**src/rtl/line_burst_adapter.sv**
```systemverilog
// line_burst_adapter: bridges a 256-bit cache line port to a 64-bit burst
// memory port. Fills gather four beats into line_o; writebacks serialise a
// latched line into four beats. One transfer at a time, beats ascending.
//
// state | meaning
// ------+--------------------------------------------------------------
// IDLE  | waiting for a cache request; write wins over read
// FILL  | read_o high, each resp_i stores burst_i into beat cnt of line_o
// WB    | write_o high, burst_o presents beat cnt of the latched line
// DONE  | resp_o high for one cycle, then back to IDLE
module line_burst_adapter (
   input  logic         clk,
   input  logic         rst,
   input  logic [255:0] line_i,
   input  logic [31:0]  addr_i,
   input  logic         read_i,
   input  logic         write_i,
   output logic [255:0] line_o,
   output logic         resp_o,
   input  logic [63:0]  burst_i,
   output logic [63:0]  burst_o,
   output logic [31:0]  addr_o,
   output logic         read_o,
   output logic         write_o,
   input  logic         resp_i
);

   localparam logic [1:0] IDLE = 2'd0;
   localparam logic [1:0] FILL = 2'd1;
   localparam logic [1:0] WB   = 2'd2;
   localparam logic [1:0] DONE = 2'd3;

   logic [1:0]   state;
   logic [1:0]   cnt;
   logic [255:0] wb_line;
   logic [31:0]  addr_q;

   // Transfer sequencing, beat counting and line/address capture.
   always_ff @(posedge clk) begin
      if (rst) begin
         state   <= IDLE;
         cnt     <= 2'd0;
         wb_line <= '0;
         addr_q  <= '0;
         line_o  <= '0;
      end else begin
         case (state)
            IDLE: begin
               if (write_i) begin
                  wb_line <= line_i;
                  addr_q  <= {addr_i[31:5], 5'b0};
                  cnt     <= 2'd0;
                  state   <= WB;
               end else if (read_i) begin
                  addr_q  <= {addr_i[31:5], 5'b0};
                  cnt     <= 2'd0;
                  state   <= FILL;
               end
            end
            FILL: begin
               if (resp_i) begin
                  line_o[{cnt, 6'b0} +: 64] <= burst_i;
                  cnt <= cnt + 2'd1;
                  if (cnt == 2'd3) state <= DONE;
               end
            end
            WB: begin
               if (resp_i) begin
                  cnt <= cnt + 2'd1;
                  if (cnt == 2'd3) state <= DONE;
               end
            end
            DONE:    state <= IDLE;
            default: state <= IDLE;
         endcase
      end
   end

   // Outputs decoded from registered state only; no input-to-output path.
   always_comb begin
      read_o  = (state == FILL);
      write_o = (state == WB);
      resp_o  = (state == DONE);
      addr_o  = addr_q;
      burst_o = (state == WB) ? wb_line[{cnt, 6'b0} +: 64] : 64'd0;
   end

endmodule
```
**config.mk**
```make
export PLATFORM = sky130hd
export DESIGN_NAME = line_burst_adapter
export DESIGN_NICKNAME = d
export VERILOG_FILES = /design/src/rtl/line_burst_adapter.sv
export SDC_FILE = /design/constraint.sdc
export NUM_CORES = 1
export LEC_CHECK = 0
export ABC_CLOCK_PERIOD_IN_PS = 3600
export BUFFER_PORTS_ARGS = -buffer_cell sky130_fd_sc_hd__buf_2
export CAP_MARGIN = 10
export CORE_AREA = 2 2 279 281
export CTS_BUF_LIST = sky130_fd_sc_hd__clkbuf_2
export CTS_CLUSTER_DIAMETER = 80
export CTS_CLUSTER_SIZE = 12
export DETAILED_ROUTE_END_ITERATION = 16
export DIE_AREA = 0 0 281 283
export PLACE_DENSITY = 0.58
export SETUP_SLACK_MARGIN = 0.1
export SLEW_MARGIN = 10
export SYNTH_ARGS = -nofsm -noshare
export SYNTH_HDL_FRONTEND = slang
export SYNTH_SLANG_ARGS = --single-unit
export TNS_END_PERCENT = 30
```
**constraint.sdc**
```tcl
create_clock -name clk -period 3.6 [get_ports clk]
set_input_delay 0.72 -clock clk [delete_from_list [all_inputs] [get_ports clk]]
set_output_delay 0.72 -clock clk [all_outputs]
set_load 0.1 [all_outputs]
```
==> impl.org, run 1 <==
** Drt
- The count of nets left with antenna violations once routing finished came out at 0.
- Via count :: ~22000
- After detailed routing, the average wire length per cell comes to roughly 19 microns.
- Using the TritonRoute via totals, the vias-per-cell ratio works out to roughly 4.8.
- After detailed routing, the total wire length is 84400 microns.
- In the routed design, unresolved DRC markers number 0.
- The first routing iteration left 1522 violations.
- Before antenna repair, the detailed router went through 7 iterations.

** Global routing
- Global routing used between 3 and 4% of the available met3 tracks.
- The initial antenna violation count was 8.
- Across every metal layer, demand over resource in global routing totals 20.2%.
- Residual overflow from global routing :: 0
- Global routing used around 25% of the available met1 tracks.
- Number of global-route vias before repair :: between 20000 and 25000
- Entering global routing, the biggest net connects 204 pins.
- Met2 demand-to-capacity share in global routing :: 33.8%
- The first global-routing pass estimated approximately 130000 microns of wire.
- Routing layer with the top usage in global route :: met2

** Clock network
- The clock net in this run drives a total of roughly 540 sinks.
- Clock tree buffer depth :: 3
- Inserted Clock Buffers :: 53
- Clock Root Buffer :: clkbuf_2
- After clock tree synthesis, the clock-pin slew on the worst setup and hold paths is 0.24 ns.
- The later pin in the worst-skew pair is clocked with a latency of between 1 and 1.5 ns.
- H-tree Lvls :: 2
- TritonCTS clock tree :: built

** Layout
- For this run, the share of the core covered by cells in the final layout is roughly two fifths.
- The post-route netlist has between 20% and 30% of its cells at a drive strength greater than 1.
- Relative to the synthesized area, the layout overhead comes to 47.7%.
- Filler cell count :: around 7600
- Post-layout net count :: between 3000 and 4000

** Floorplanning
- Die footprint :: approximately 80000 sq um
- The floorplan has 102 rows.
- The initial utilization of the core area, before any placement, comes to between 20% and 30%.
- In this run the count of I/O pins placed on the die edge is 712.
- Die W :: roughly 280 microns
- In this run the vertical extent of the chip is 283 microns.
- Core box area :: 76700 sq um

** Placed design
- Routability-driven placement finished with a final weighted congestion of 0.901.
- Quantity of I/O buffers inserted on ports :: 701
- The HPWL after detailed placement is about 53000 microns.

** STA
- Achievable Freq :: between 200 and 300 MHz
- Headroom to the max-slew limit came out at 22.0%.
- For the final routed database, the setup TNS stands at 0 ns.
- Hold Vio Cnt, Final :: 0
- Count of final setup violators :: 0
- At the pin with the least slew margin, the transition time is 1.17 ns.
- Between clock sinks in the finished design, the worst skew comes to 0.0861 ns.
- Tmin final :: around 3.4 ns
- The final critical path takes up between 90% and 100% of the cycle.
- Hold WS :: ~0.23 ns
- Setup repair after global routing could not meet its margin everywhere.
- Number of slew-limit violations in the final report :: 0

** Power and ir drop
- Max rail drop VDD :: 568 uV
- Static Leakage :: 0.0128 uW
- Post-layout total power :: 16400 uW
- P per Cell Area :: around 530 nW/um^2

** Synthesis
- The synthesized netlist occupies a cell area of 21000 sq um.
- Among all flip-flop cells after synthesis, the most frequent one is dfxtp_1.
- Synth area leaders :: dfxtp_1, nand2_1, a21oi_1
- Cell with the most instances after synthesis :: nand2_1
- The commonest cells after synthesis are nand2_1, dfxtp_1, a21oi_1, nand3_1, clkbuf_1.
- Of all cell types, the one taking the most synthesized area is dfxtp_1.
- Proportion of synthesized flip-flops having asynchronous set or reset :: 0%
- Count of flip-flops with a built-in enable after synthesis :: 0
- The average instance in the mapped netlist occupies roughly 8.6 sq um.
- Sequential cell area fraction in the yosys report :: 51.7%
- Unique masters post-synth :: 35
- The synthesized design contains 543 register bits.
- Of the post-synthesis cell area, the dominant cell type holds between 50% and 60%.
- The cell count after synthesis came out at ~2400.
- For this run, the number of Yosys warnings is 0.

** Critical path
- Type of origin of the critical path :: flop
- Worst Setup End Kind :: output pin
- STA puts the critical path data arrival time at around 2.7 ns.
- Critical path required time :: 2.88 ns
- Along the worst path, the maximum fanout reaches 5.
- The worst setup path is of the reg2out kind.

** Status
- The flow ran to the end, and the final reports show no timing, DRC or antenna violations.

** Min path
- The tightest min-delay check is of the in2reg type.

** Flow run
- Max-capacitance violation count :: 0
metrics by stage:
step / worst slack [ns] / instance area (sq um) / cells
floorplan: 0.937 / 21000 / 2444
global placement: 0.653 / 25500 / 4006
detailed placement: 0.650 / 25500 / 4006
CTS: -0.0765 / 30800 / 4485
global route: -0.0577 / 31000 / 4491
finish: 0.151 / 31000 / 4492
worst paths after layout:
| check | from | cells past startpoint | end | slack, ns |
|---|---|---|---|---|
| worst max-delay path | cnt[0]$_SDFFE_PP0P_ | 5 | burst_o[10] | 0.15 |
| worst min-delay path | resp_i | 4 | cnt[0]$_SDFFE_PP0P_ | 0.23 |
| worst max register to register | cnt[0]$_SDFFE_PP0P_ | 8 | line_o[61]$_SDFFE_PP0P_ | 0.65 |
| worst min register to register | line_o[252]$_SDFFE_PP0P_ | 2 | line_o[252]$_SDFFE_PP0P_ | 0.46 |
worst max-delay path, stage by stage, from the launching register on:
cell,delay [ns]
dfxtp_4,0.43
buf_12,0.16
buf_12,0.15
mux4_2,0.56
and2_4,0.17
buf_12,0.16
placed cells by master (no fill, tap or decap), drive strengths merged, types with 4 or more instances in the layout:
master	Yosys	routed
a21oi	476	476
a32o	64	64
and2	65	65
buf	81	755
clkbuf	143	57
clkinv	0	5
conb	1	5
dfxtp	543	543
diode	0	6
dlygate4sd3	0	406
ha	13	13
inv	5	8
mux4	64	64
nand2	762	762
nand3	195	195
o21ai	4	4
state kept, by name (all words and copies together) (netlist names):
signal and count:
line_o 256, state 2, addr_o 27, cnt 2, wb_line 256
cell families (layout without fill, tap and decap cells):
kind of cell / after synthesis / in the layout / share of synthesized area [%]
simple gates: 1039 / 1039 / 20.9
compound gates: 551 / 551 / 14.8
flops: 543 / 543 / 51.7
buf+inv: 229 / 1231 / 4.91
mux: 64 / 64 / 6.86
fa+ha+maj: 13 / 13 / 0.774
other cells: 1 / 11 / 0.0179
per-layer routing:
layer	wire length, microns	part of all wire (%)
met5	25	0.030
met4	4040	4.8
met3	5670	6.7
met2	40600	48
met1	34100	40
power by group:
part / switching [uW] / internal (uW) / leakage, uW
Clock: 2050 / 433 / 0.000263
Combinational: 4380 / 2440 / 0.00809
Sequential: 372 / 6680 / 0.00442
Total: 6800 / 9550 / 0.0128
final cells by class:
cell class | instances | area (sq um) | area share (%)
antenna | 6 | 15.0 | 0.0484
clock buffer | 56 | 280 | 0.903
clock inverter | 8 | 50.0 | 0.161
inverter | 5 | 18.8 | 0.0605
multi-input combinational | 1672 | 9290 | 29.9
sequential | 543 | 10900 | 35.1
tap | 1040 | 1300 | 4.19
timing repair buffer | 1162 | 9200 | 29.7
timing repair:
action	CTS	global route
endpoints found under the setup margin	64	64
hold endpoints to repair	540	0
hold buffers	406	0
gates resized for setup	223	49
pin swaps	21	15
setup buffers	7	0
gates cloned	2	1
Note: power is estimated with default switching activity, not from simulation.
==> inputs of run 2 (changes only) <==
Settings changed: ABC_CLOCK_PERIOD_IN_PS 3600 to 4000.
Clock period 3.6 ns to 4 ns, I/O delays scaled along.
==> impl.org, run 2 (synthesized netlist as in run 1, its figures left out) <==
** Status
- Status :: completed (unchanged)

** Drt
- The violation count after the first detailed-route iteration is 1347 (was 1522).
- The per-cell via count in the routed design came to 4.81 (was 4.83).
- Drt drc :: 0 (unchanged)
- Routed WL :: 82100 microns (was 84400 microns)
- The number of vias in the routed layout came to 21400 (was 21700).
- Final ANT Viol Nets :: 0 (unchanged)
- The iteration count of the initial detailed-routing pass came to 6 (was 7).
- Per-cell routed wire length :: 18.5 microns (was 18.8 microns)

** Clock network
- Inserted Clock Buffers :: 53 (unchanged)
- TritonCTS clock tree :: built (unchanged)
- The worst-skew pair later-pin latency is 1.10 ns (was 1.11 ns).
- The master cell of the clock root buffer is clkbuf_2 (unchanged).
- The CTS H-tree depth is 2 (unchanged).
- Sinks on Clock Net :: 543 (unchanged)
- Post-CTS clock slew at the launch and capture registers of the worst setup and hold paths :: 0.24 ns (about the same)
- The maximum clock path buffer count was 3 (unchanged).

** STA
- The worst max-slew margin expressed relative to the limit came to 34.4% (was 22.0%).
- The final-report max-slew violation count was 0 (unchanged).
- Achievable Freq :: roughly 270 MHz
- The worst path uses 92.8% of the clock period.
- Count of final setup violators :: 0 (unchanged)
- Unrepaired setup endpoints after global routing :: yes (unchanged)
- Hold Vio Cnt, Final :: 0 (unchanged)
- Counting I/O delays and the setup requirement, the final critical path takes about 3.7 ns.
- The setup TNS was 0 ns (unchanged).
- The worst clock skew came to 0.0854 ns (was 0.0861 ns).
- Measured slew at the worst slew-check pin :: 0.984 ns (was 1.17 ns)

** Layout
- Filler cell count :: 7816 (was 7619)
- The combined area of the multi-input logic cells was 9190 sq um (was 9290 sq um).
- Top library cells by usage in the layout, fill and taps aside: nand2_1, buf_2, dfxtp_1 (unchanged).
- Share of the core filled with cells :: 38.5% (was 40.5%)
- Layout Area Growth over Synthesis :: 40.7% (was 47.7%)
- The area occupied by registers came to 10900 sq um (unchanged).
- Share of layout cells above drive strength 1 :: 26.6% (was 27.3%)
- The commonest non-fill, non-tap cell in the layout was nand2_1 (unchanged).
- The non-filler instance count after layout is 4438 (was 4492).
- Post-layout net count :: 3751 (was 3807)

** Global routing
- Largest net degree at the start of global routing :: 130 (was 204)
- The initial antenna violation count was 10 (was 8).
- Residual overflow from global routing :: 0 (unchanged)
- Wire length of the first global-routing pass :: 124000 microns (was 127000 microns)
- Number of global-route vias before repair :: 20800 (was 21400)
- Total GRT Usage :: 19.6% (was 20.2%)

** Floorplanning
- Core box area :: 76700 sq um (unchanged)
- Die footprint :: 79500 sq um (unchanged)
- The site row count is 102 (unchanged).
- Boundary Pins :: 712 (unchanged)
- Floorplan die height :: 283 microns (unchanged)
- The overall die width was 281 microns (unchanged).
- Effective utilization at floorplan :: 27.4% (unchanged)

** Critical path
- The count of cells along the worst register-to-register path was 9 (was 8).
- FF-to-FF setup slack :: 1.23 ns (was 0.65 ns)
- Critical path origin :: cnt[0]$_SDFFE_PP0P_ (unchanged)
- Top fanout value on the critical path :: 8 (was 5)
- Critical path, cell by cell :: buf_12, buf_4, mux4_2, and2_1, buf_2 (was buf_12, buf_12, mux4_2, and2_4, buf_12)
- Worst R2R Start :: cnt[0]$_SDFFE_PP0P_ (unchanged)
- CP endpoint :: burst_o[49] (was burst_o[10])
- Longest individual stage delay on the worst path :: 0.56 ns (about the same)
- Worst reg2reg path endpoint :: line_o[134]$_SDFFE_PP0P_ (was line_o[61]$_SDFFE_PP0P_)
- Type of origin of the critical path :: flop (unchanged)
- The type of the setup path with the least slack was reg2out (unchanged).
- Worst Path Arrival :: 2.91 ns (was 2.73 ns)
- Worst Setup End Kind :: output pin (unchanged)
- Cell type of the slowest stage on the worst timing path :: mux4_2 (unchanged)
- The critical path required time was 3.20 ns (was 2.88 ns).

** Min path
- The class of the tightest hold or removal check is in2reg (unchanged).

** Placed design
- Placed wire-length estimate after detailed placement :: 53400 microns (about the same)
- The final weighted congestion in routability-driven placement was 0.890 (was 0.901).
- The number of instances in the placed design is 4008 (was 4006).
- Quantity of I/O buffers inserted on ports :: 701 (unchanged)

** Flow run
- The max-cap check violation count is 0 (unchanged).

** Power and ir drop
- The post-layout total power is 14300 uW (was 16400 uW).
- Max rail drop VDD :: 510 uV (was 568 uV)
- The total power per unit cell area is 482 nW/um^2 (was 527 nW/um^2).
- Static Leakage :: 0.0122 uW (was 0.0128 uW)
run 2: through the flow:
step                      instance area (sq um)  hold WS [ns]  setup slack [ns]
after floorplan                           21000         0.433              1.26
final                                     29600         0.198             0.288
after CTS                                 29500        0.0262            0.0663
after global placement                    25500         0.436             0.999
after global routing                      29500         0.111            0.0362
after detailed placement                  25500         0.440             0.986
run 2: worst max-delay path: cells and delay by family (launching register included):
family,cells,cell delay [ns]
multiplexers,1,0.56
AND/OR/NAND/NOR,1,0.18
buffers and inverters,3,0.64
flip-flops,1,0.42
run 2: what timing repair did:
item,in CTS,in global routing
endpoints found under the hold margin,540,0
setup buffers,9,0
hold buffers,349,0
setup endpoints to repair,64,52
resized for setup,4,30
run 2: area by class of cell:
class,instances,share of cell area (%)
Multi-Input combinational cell,1672,31.1
Sequential cell,543,36.8
Clock buffer,55,0.931
Clock inverter,7,0.343
Inverter,5,0.0635
Tap cell,1040,4.40
Antenna cell,10,0.0847
Timing Repair Buffer,1106,26.3
run 2: worst min-delay path by stage:
stage,depth (start not counted),from,end
finish,4,read_i,state[0]$_SDFFE_PP0P_
CTS,4,read_i,state[0]$_SDFFE_PP0P_
floorplan,2,wb_line[128]$_SDFFE_PP0P_,wb_line[128]$_SDFFE_PP0P_
detailed placement,2,line_o[152]$_SDFFE_PP0P_,line_o[152]$_SDFFE_PP0P_
global placement,2,line_o[198]$_SDFFE_PP0P_,line_o[198]$_SDFFE_PP0P_
global route,5,read_i,addr_o[8]$_SDFFE_PP0P_
run 2: layer usage:
metal  part of all wire, %  vias to the layer above  GRT usage [%]  wire (microns)
met3                   6.8                      178           3.42            5550
met4                   3.8                        4           7.93            3140
met5                 0.030                        -              0              25
met2                    48                      810           33.1           39600
met1                    41                    10200           24.8           33700
li1                      -                    10200              -               -
run 2: report_power, final:
part | total (uW) | switching [uW] | internal (uW)
Sequential | 6350 | 331 | 6010
Clock | 2410 | 1890 | 517
Combinational | 5500 | 3760 | 1750
Total | 14300 | 5980 | 8280
